<file path="src/rtl/counter_decoder_pkg.sv">
// Shared types and segment constants for the four-digit BCD counter/display.
// Segment bit order [0:7] = a,b,c,d,e,f,g,dp, active-low; dp is never lit.
package counter_decoder_pkg;

   typedef logic [3:0] bcd_t;
   typedef logic [0:7] seg_t;

   localparam seg_t SEG_0     = 8'b00000011;
   localparam seg_t SEG_1     = 8'b10011111;
   localparam seg_t SEG_2     = 8'b00100101;
   localparam seg_t SEG_3     = 8'b00001101;
   localparam seg_t SEG_4     = 8'b10011001;
   localparam seg_t SEG_5     = 8'b01001001;
   localparam seg_t SEG_6     = 8'b01000001;
   localparam seg_t SEG_7     = 8'b00011111;
   localparam seg_t SEG_8     = 8'b00000001;
   localparam seg_t SEG_9     = 8'b00001001;
   localparam seg_t SEG_BLANK = 8'b11111111;

endpackage

</file>
<file path="src/rtl/counter_decoder_4_seg7_encoder.sv">
// Purely combinational BCD digit to active-low 7-segment pattern decoder.
// Codes 10-15 cannot be produced by the counter; they decode to blank.
module seg7_encoder
   import counter_decoder_pkg::*;
(
   input  logic [3:0] digit_i,
   output logic [0:7] seg_o
);

   always_comb begin
      seg_o = SEG_BLANK;
      case (digit_i)
         4'd0:    seg_o = SEG_0;
         4'd1:    seg_o = SEG_1;
         4'd2:    seg_o = SEG_2;
         4'd3:    seg_o = SEG_3;
         4'd4:    seg_o = SEG_4;
         4'd5:    seg_o = SEG_5;
         4'd6:    seg_o = SEG_6;
         4'd7:    seg_o = SEG_7;
         4'd8:    seg_o = SEG_8;
         4'd9:    seg_o = SEG_9;
         default: seg_o = SEG_BLANK;
      endcase
   end

endmodule

</file>
<file path="src/rtl/counter_decoder_4.sv">
// Four-digit BCD up/down counter with prescaler, decoded to four 7-segment displays.
// Optional leading-zero blanking on LED4..LED2 when LEADING_ZERO_BLANK_EN is defined.
module counter_decoder_4
   import counter_decoder_pkg::*;
#(
   parameter int PRESCALE = 1
) (
   input  logic       CLK,
   input  logic       Reset,
   input  logic       Type,
   input  logic       En,
   output logic [0:7] LED1,
   output logic [0:7] LED2,
   output logic [0:7] LED3,
   output logic [0:7] LED4
);

   // A single-state prescaler still needs one bit to keep the declaration legal.
   localparam int PW = (PRESCALE > 1) ? $clog2(PRESCALE) : 1;
   localparam logic [PW-1:0] PRESC_LAST = PW'(PRESCALE - 1);

   logic [PW-1:0] presc_q, presc_d;
   bcd_t [3:0]    digit_q, digit_d;
   logic          step;
   logic          carry;
   seg_t [3:0]    seg;
   logic [3:0]    blank;

   always_ff @(posedge CLK or negedge Reset) begin
      if (!Reset) begin
         presc_q <= '0;
         digit_q <= '0;
      end else begin
         presc_q <= presc_d;
         digit_q <= digit_d;
      end
   end

   always_comb begin
      presc_d = presc_q;
      step    = 1'b0;
      if (En) begin
         if (presc_q == PRESC_LAST) begin
            presc_d = '0;
            step    = 1'b1;
         end else begin
            presc_d = presc_q + 1'b1;
         end
      end
   end

   // Ripple carry/borrow through the digits; each digit only moves while carry is pending.
   always_comb begin
      digit_d = digit_q;
      carry   = step;
      for (int i = 0; i < 4; i++) begin
         if (carry) begin
            if (!Type) begin
               if (digit_q[i] == 4'd9) begin
                  digit_d[i] = 4'd0;
               end else begin
                  digit_d[i] = digit_q[i] + 4'd1;
                  carry      = 1'b0;
               end
            end else begin
               if (digit_q[i] == 4'd0) begin
                  digit_d[i] = 4'd9;
               end else begin
                  digit_d[i] = digit_q[i] - 4'd1;
                  carry      = 1'b0;
               end
            end
         end
      end
   end

   for (genvar g = 0; g < 4; g++) begin : g_enc
      seg7_encoder u_enc (
         .digit_i (digit_q[g]),
         .seg_o   (seg[g])
      );
   end

   always_comb begin
      blank = '0;
`ifdef LEADING_ZERO_BLANK_EN
      blank[3] = (digit_q[3] == 4'd0);
      blank[2] = blank[3] && (digit_q[2] == 4'd0);
      blank[1] = blank[2] && (digit_q[1] == 4'd0);
`else
      blank = '0;
`endif
   end

   assign LED1 = seg[0];
   assign LED2 = blank[1] ? SEG_BLANK : seg[1];
   assign LED3 = blank[2] ? SEG_BLANK : seg[2];
   assign LED4 = blank[3] ? SEG_BLANK : seg[3];

endmodule

</file>
<file path="config.mk">
export PLATFORM = sky130hd
export DESIGN_NAME = counter_decoder_4
export DESIGN_NICKNAME = d
export VERILOG_FILES = /design/src/rtl/counter_decoder_pkg.sv /design/src/rtl/counter_decoder_4_seg7_encoder.sv /design/src/rtl/counter_decoder_4.sv
export SDC_FILE = /design/constraint.sdc
export NUM_CORES = 1
export LEC_CHECK = 0
export CORE_UTILIZATION = 54
export CTS_CLUSTER_SIZE = 8
export DETAILED_ROUTE_END_ITERATION = 6
export PLACE_DENSITY = 0.81
export SYNTH_ARGS = -nofsm -noshare
export SYNTH_HDL_FRONTEND = slang
export SYNTH_HIERARCHICAL = 1
export SYNTH_SLANG_ARGS = --single-unit
</file>
<file path="constraint.sdc">
create_clock -name CLK -period 3.03 [get_ports CLK]
set_clock_uncertainty 0.1 [all_clocks]
set_input_delay 0.606 -clock CLK [delete_from_list [all_inputs] [get_ports CLK]]
set_output_delay 0.606 -clock CLK [all_outputs]
set_load 0.02 [all_outputs]
</file>
==> results of run 1 <==
## metrics by stage
step                hold WS, ps  worst slack, ps  instance area [µm²]
global placement            535              247                 2440
floorplan                   210              893                 2140
finish                      557              155                 2490
detailed placement          543              131                 2440
global route                621             2.34                 2490
CTS                         559              143                 2490
## cells by family (layout without fill, tap and decap cells)
| kind of cell | Yosys count | in the layout | synth area share [%] |
|---|---|---|---|
| compound gates | 84 | 84 | 24.4 |
| mux | 2 | 2 | 0.934 |
| xor+xnor | 11 | 11 | 4.49 |
| fa+ha+maj | 20 | 20 | 11.7 |
| flops | 16 | 16 | 18.7 |
| other cells | 4 | 4 | 0.700 |
| buf+inv | 45 | 65 | 10.9 |
| simple gates | 111 | 111 | 28.3 |
## area by class of cell
cell class | count | area [µm²]
Multi-Input combinational cell | 232 | 1510
Fill cell | 332 | 1250
Sequential cell | 16 | 400
Timing Repair Buffer | 42 | 393
Inverter | 19 | 71.3
Tap cell | 48 | 60.1
Clock buffer | 4 | 55.1
## path summary, 6_finish.rpt
check | startpoint | endpoint | slack (ps) | cells past startpoint
max | digit_q[12]$_DFFE_PN0P_ | LED4[4] | 150 | 6
min | digit_q[4]$_DFFE_PN0P_ | digit_q[7]$_DFFE_PN0P_ | 560 | 2
max reg2reg | digit_q[2]$_DFFE_PN0P_ | digit_q[15]$_DFFE_PN0P_ | 750 | 6
min reg2reg | digit_q[4]$_DFFE_PN0P_ | digit_q[7]$_DFFE_PN0P_ | 560 | 2
max in group asynchronous | Reset | digit_q[4]$_DFFE_PN0P_ | 1690 | 1
min in group asynchronous | Reset | digit_q[5]$_DFFE_PN0P_ | 680 | 1
## cells in the final DEF (no fill, tap or decap), drive strengths merged, types with 2 or more instances in the layout
| cell type | instances |
|---|---|
| o41ai | 3 |
| a31oi | 5 |
| nor4 | 4 |
| mux2i | 2 |
| clkdlybuf4s50 | 31 |
| o211ai | 2 |
| or2b | 4 |
| nand2 | 27 |
| clkbuf | 4 |
| and3b | 2 |
| inv | 19 |
| xnor2 | 7 |
| nand3 | 3 |
| nor3b | 3 |
| nor2b | 2 |
| a211oi | 2 |
| buf | 11 |
| nor2 | 32 |
| nor3 | 4 |
| conb | 4 |
| ha | 20 |
| or2 | 6 |
| o221ai | 2 |
| xor2 | 4 |
| o21ai | 36 |
| a21oi | 24 |
| dfrtp | 16 |
| nand2b | 15 |
## metal layers
layer | vias up | track usage [%] | share of wire (%)
met1 | 932 | 28.9 | 48
li1 | 1038 | - | -
met5 | - | 0 | 0
met3 | 4 | 3.87 | 2.5
met2 | 35 | 39.2 | 49
met4 | 0 | 6.52 | 0.49
## power breakdown
part	internal, mW	total (mW)	switching (mW)	leakage [nW]
combinational	0.707	1.52	0.815	0.899
sequential	0.276	0.458	0.182	0.182
clock	0.116	0.202	0.0860	0.0288
total	1.10	2.18	1.08	1.11
## worst max-delay path: stages (launching register included)
cell and delay, ps:
dfrtp_1 610, inv_1 150, ha_1 240, nand2_1 60
o21ai_0 70, o21ai_0 150, clkdlybuf4s50_1 620
==> results.sh, run 1 <==
export IMPL_outcome="finished, final reports clean"
export IMPL_synth_commonest_cells="34 x o21ai_0, 32 x nor2_1, 27 x nand2_1"
export IMPL_period_needed_ps=2880
export IMPL_rows=22
export IMPL_antenna_found_initial=0
export IMPL_ys_ff_latch=16
export IMPL_clock_fmax_mhz=348
export IMPL_path_clk_slew_ps=70
export IMPL_period_share_pct=94.9
export IMPL_tightest_slew_ps=727
export IMPL_routedWlPerCell_um=12.0
export IMPL_power_mw=2.18
export IMPL_post_cts_setup_buffers=0
export IMPL_areaGrowthSynthToFinish_pct=16.2
export IMPL_portBuffers=31
export IMPL_fin_util_pct=66.5
export IMPL_ioPinCount=36
export IMPL_slew_violations=0
export IMPL_synth_area_um2=2140
export IMPL_clockRootBuffer="clkbuf_8"
export IMPL_hold_violations=0
export IMPL_endpoint_kind="output pin"
export IMPL_syn_inst=293
export IMPL_postCtsResizedCells=0
export IMPL_ir_drop_uv=734
export IMPL_syn_nets=317
export IMPL_p_leak_nw=1.11
export IMPL_start_kind="register"
export IMPL_synth_edf_count=0
export IMPL_drc=0
export IMPL_yosysWarnings=6
export IMPL_largest_reg_flops=16
export IMPL_cp_data_required_time_ps=2320
export IMPL_finalNonFillerCells=361
export IMPL_dp_hpwl_um=3060
export IMPL_fin_tns_setup_ps=0
export IMPL_grt_start_max_net_pins=23
export IMPL_synth_largest_area_cell="dfrtp_1"
export IMPL_numCtsBuffers=3
export IMPL_synthArstFlopShare_pct=100
export IMPL_crit_arrival_ps=2170
export IMPL_synth_distinct_cells=58
export IMPL_ctsHoldBuffers=0
export IMPL_avgSynthCellArea_um2=7.32
export IMPL_grt_pass1_vias=1843
export IMPL_routed_wl_um=4320
export IMPL_critical_path_class="register to output pin"
export IMPL_reg_top3="digit_q: 16 flops"
export IMPL_dieArea_um2=4230
export IMPL_nets=338
export IMPL_cts_tree="built"
export IMPL_drive_gt1_share_pct=9.90
export IMPL_synth_flop_cell="dfrtp_1"
export IMPL_synth_area_leaders="dfrtp_1 19%, ha_1 12%, o21ai_0 7.9%"
export IMPL_die_w_um=65.0
export IMPL_cp_max_fo=14
export IMPL_cts_sinks=16
export IMPL_drt_iter0_drc=80
export IMPL_grt_total_usage_pct=22.7
export IMPL_worstSkewPairLatency_ps=260
export IMPL_rsz0062_at_grt="no"
export IMPL_fp_dieH_um=65.0
export IMPL_core_um2=3740
export IMPL_num_vias=2009
export IMPL_synth_seq_area_share_pct=18.7
export IMPL_overflow=0
export IMPL_yosysMostFrequentCell="o21ai_0"
export IMPL_htreeDepth=1
export IMPL_n_antenna_cell=0
export IMPL_yosysTopAreaCellShare_pct=18.7
export IMPL_routed_via_density=5.57
export IMPL_largest_register="digit_q"
export IMPL_max_slew_margin_pct=51.4
export IMPL_cts_buffer_depth=2
export IMPL_dr_pass1_iters=4
export IMPL_placed_cells=357
export IMPL_gp_congestion=0.813
export IMPL_maxCapViolations=0
export IMPL_setup_viol=0
export IMPL_initial_core_util_pct=57.3
export IMPL_hp_class="register to register"
export IMPL_antenna_left=0
export IMPL_grt_pass1_wl_um=7870
export IMPL_p_per_area_nw_per_um2=876
No activity file was read; power rests on OpenSTA's default activity.
==> inputs of run 2 (changes only) <==
--- a/config.mk
+++ b/config.mk
@@ -5,6 +5,8 @@
 export SDC_FILE = /design/constraint.sdc
 export NUM_CORES = 1
 export LEC_CHECK = 0
+export ABC_CLOCK_PERIOD_IN_PS = 3030
+export CORE_MARGIN = 2
 export CORE_UTILIZATION = 54
 export CTS_CLUSTER_SIZE = 8
 export DETAILED_ROUTE_END_ITERATION = 6
==> run 2 against run 1 <==
Cell area down 0.80%. Sequential power up 7.2%. Via count down 1.0%. Die area up 6.2%. Routed wire length down 3.1%. Register-to-register slack better by 30 ps. Cell count down 0.55%. Total power down 3.3%. Global-route usage down 3.2 points. Utilization down 0.53 points. Sequential share of layout area up 0.18 points. Critical endpoint is now LED2[3].
==> results.sh, run 2 (synthesized netlist as in run 1, its figures left out) <==
export IMPL_routed_via_density=5.54
export IMPL_dp_hpwl_um=2890
export IMPL_final_common_cell="o21ai_0"
export IMPL_placed_cells=356
export IMPL_critical_path_class="register to output pin"
export IMPL_drt_iter0_drc=75
export IMPL_dp_slack_ps=247
export IMPL_rows=22
export IMPL_reg2reg_to="digit_q[14]$_DFFE_PN0P_"
export IMPL_outcome="finished, final reports clean"
export IMPL_overflow=0
export IMPL_routedWlPerCell_um=11.7
export IMPL_timing_rr_start="digit_q[2]$_DFFE_PN0P_"
export IMPL_postCtsResizedCells=0
export IMPL_cp_data_required_time_ps=2320
export IMPL_r2r_slack_ps=780
export IMPL_core_um2=3740
export IMPL_initial_core_util_pct=57.3
export IMPL_hp_class="register to register"
export IMPL_slew_violations=0
export IMPL_hold_violations=0
export IMPL_num_vias=1989
export IMPL_maxCapViolations=0
export IMPL_largest_reg_flops=16
export IMPL_start_kind="register"
export IMPL_htreeDepth=1
export IMPL_antenna_left=0
export IMPL_endpoint_kind="output pin"
export IMPL_cp_max_fo=13
export IMPL_period_needed_ps=2870
export IMPL_cts_tree="built"
export IMPL_setup_ws_ps=165
export IMPL_ioPinCount=36
export IMPL_areaGrowthSynthToFinish_pct=15.2
export IMPL_nets=337
export IMPL_ir_drop_uv=789
export IMPL_dieArea_um2=4490
export IMPL_largest_register="digit_q"
export IMPL_clockRootBuffer="clkbuf_8"
export IMPL_path_clk_slew_ps=60
export IMPL_max_slew_margin_pct=50.6
export IMPL_fin_util_pct=66.0
export IMPL_die_w_um=67.0
export IMPL_rsz0062_at_grt="no"
export IMPL_post_cts_setup_buffers=0
export IMPL_ff2ff_path_depth=5
export IMPL_routed_wl_um=4190
export IMPL_drive_gt1_share_pct=9.65
export IMPL_grt_start_max_net_pins=23
export IMPL_reg_top3="digit_q: 16 flops"
export IMPL_clock_fmax_mhz=349
export IMPL_p_per_area_nw_per_um2=854
export IMPL_antenna_found_initial=0
export IMPL_numCtsBuffers=3
export IMPL_power_mw=2.11
export IMPL_p_leak_nw=1.10
export IMPL_worstHoldStart="digit_q[12]$_DFFE_PN0P_"
export IMPL_cts_sinks=16
export IMPL_hold_depth=1
export IMPL_grt_total_usage_pct=19.5
export IMPL_portBuffers=31
export IMPL_gp_congestion=0.848
export IMPL_worstSkewPairLatency_ps=250
export IMPL_fp_dieH_um=67.0
export IMPL_n_antenna_cell=0
export IMPL_finalNonFillerCells=359
export IMPL_cts_buffer_depth=2
export IMPL_hold_path_end="digit_q[12]$_DFFE_PN0P_"
export IMPL_drc=0
export IMPL_setup_viol=0
export IMPL_dr_pass1_iters=4
export IMPL_grt_pass1_wl_um=7000
export IMPL_crit_arrival_ps=2160
export IMPL_tightest_slew_ps=738
export IMPL_period_share_pct=94.6
export IMPL_final_cell_mix="34 x o21ai_0, 32 x nor2_1, 31 x clkdlybuf4s50_1, 27 x nand2_1"
export IMPL_fin_tns_setup_ps=0
export IMPL_grt_pass1_vias=1620
export IMPL_ctsHoldBuffers=0
run 2: routing by layer:
layer  up-vias  track usage [%]  share of wire [%]
met3         2             4.22                4.7
met5         -                0                  0
met4         0             3.32               0.19
met2        49             31.8                 48
met1       901             26.6                 47
li1       1037                -                  -
run 2: cell type report:
cell class,instances,area [µm²]
tap,48,60.1
timing repair buffer,41,385
multi-input combinational,232,1510
sequential,16,402
inverter,19,71.3
clock buffer,3,41.3
fill,358,1270
run 2: worst max path at each step:
stage,slack [ps],depth (start not counted),from,to
final,160,6,digit_q[5]$_DFFE_PN0P_,LED2[3]
after global routing,6,6,digit_q[5]$_DFFE_PN0P_,LED2[3]
after CTS,150,6,digit_q[5]$_DFFE_PN0P_,LED2[3]
after detailed placement,250,7,Type,digit_q[11]$_DFFE_PN0P_
after global placement,370,7,Type,digit_q[11]$_DFFE_PN0P_
after floorplan,890,7,Type,digit_q[14]$_DFFE_PN0P_
run 2: power breakdown:
group | internal, mW | switching, mW | total, mW
combinational | 0.690 | 0.770 | 1.46
clock | 0.0880 | 0.0708 | 0.159
sequential | 0.276 | 0.215 | 0.491
run 2: critical path: stages, from the launching register on:
cell             delay, ps
dfrtp_1                570
inv_1                  160
ha_1                   200
or2_1                  220
a21oi_2                150
a31oi_1                 50
clkdlybuf4s50_1        560
run 2: stage by stage:
| stage | cell area, µm² | hold slack (ps) |
|---|---|---|
| finish | 2470 | 549 |
| global route | 2470 | 608 |
| CTS | 2470 | 571 |
| detailed placement | 2430 | 562 |
| global placement | 2430 | 552 |
| floorplan | 2140 | 210 |
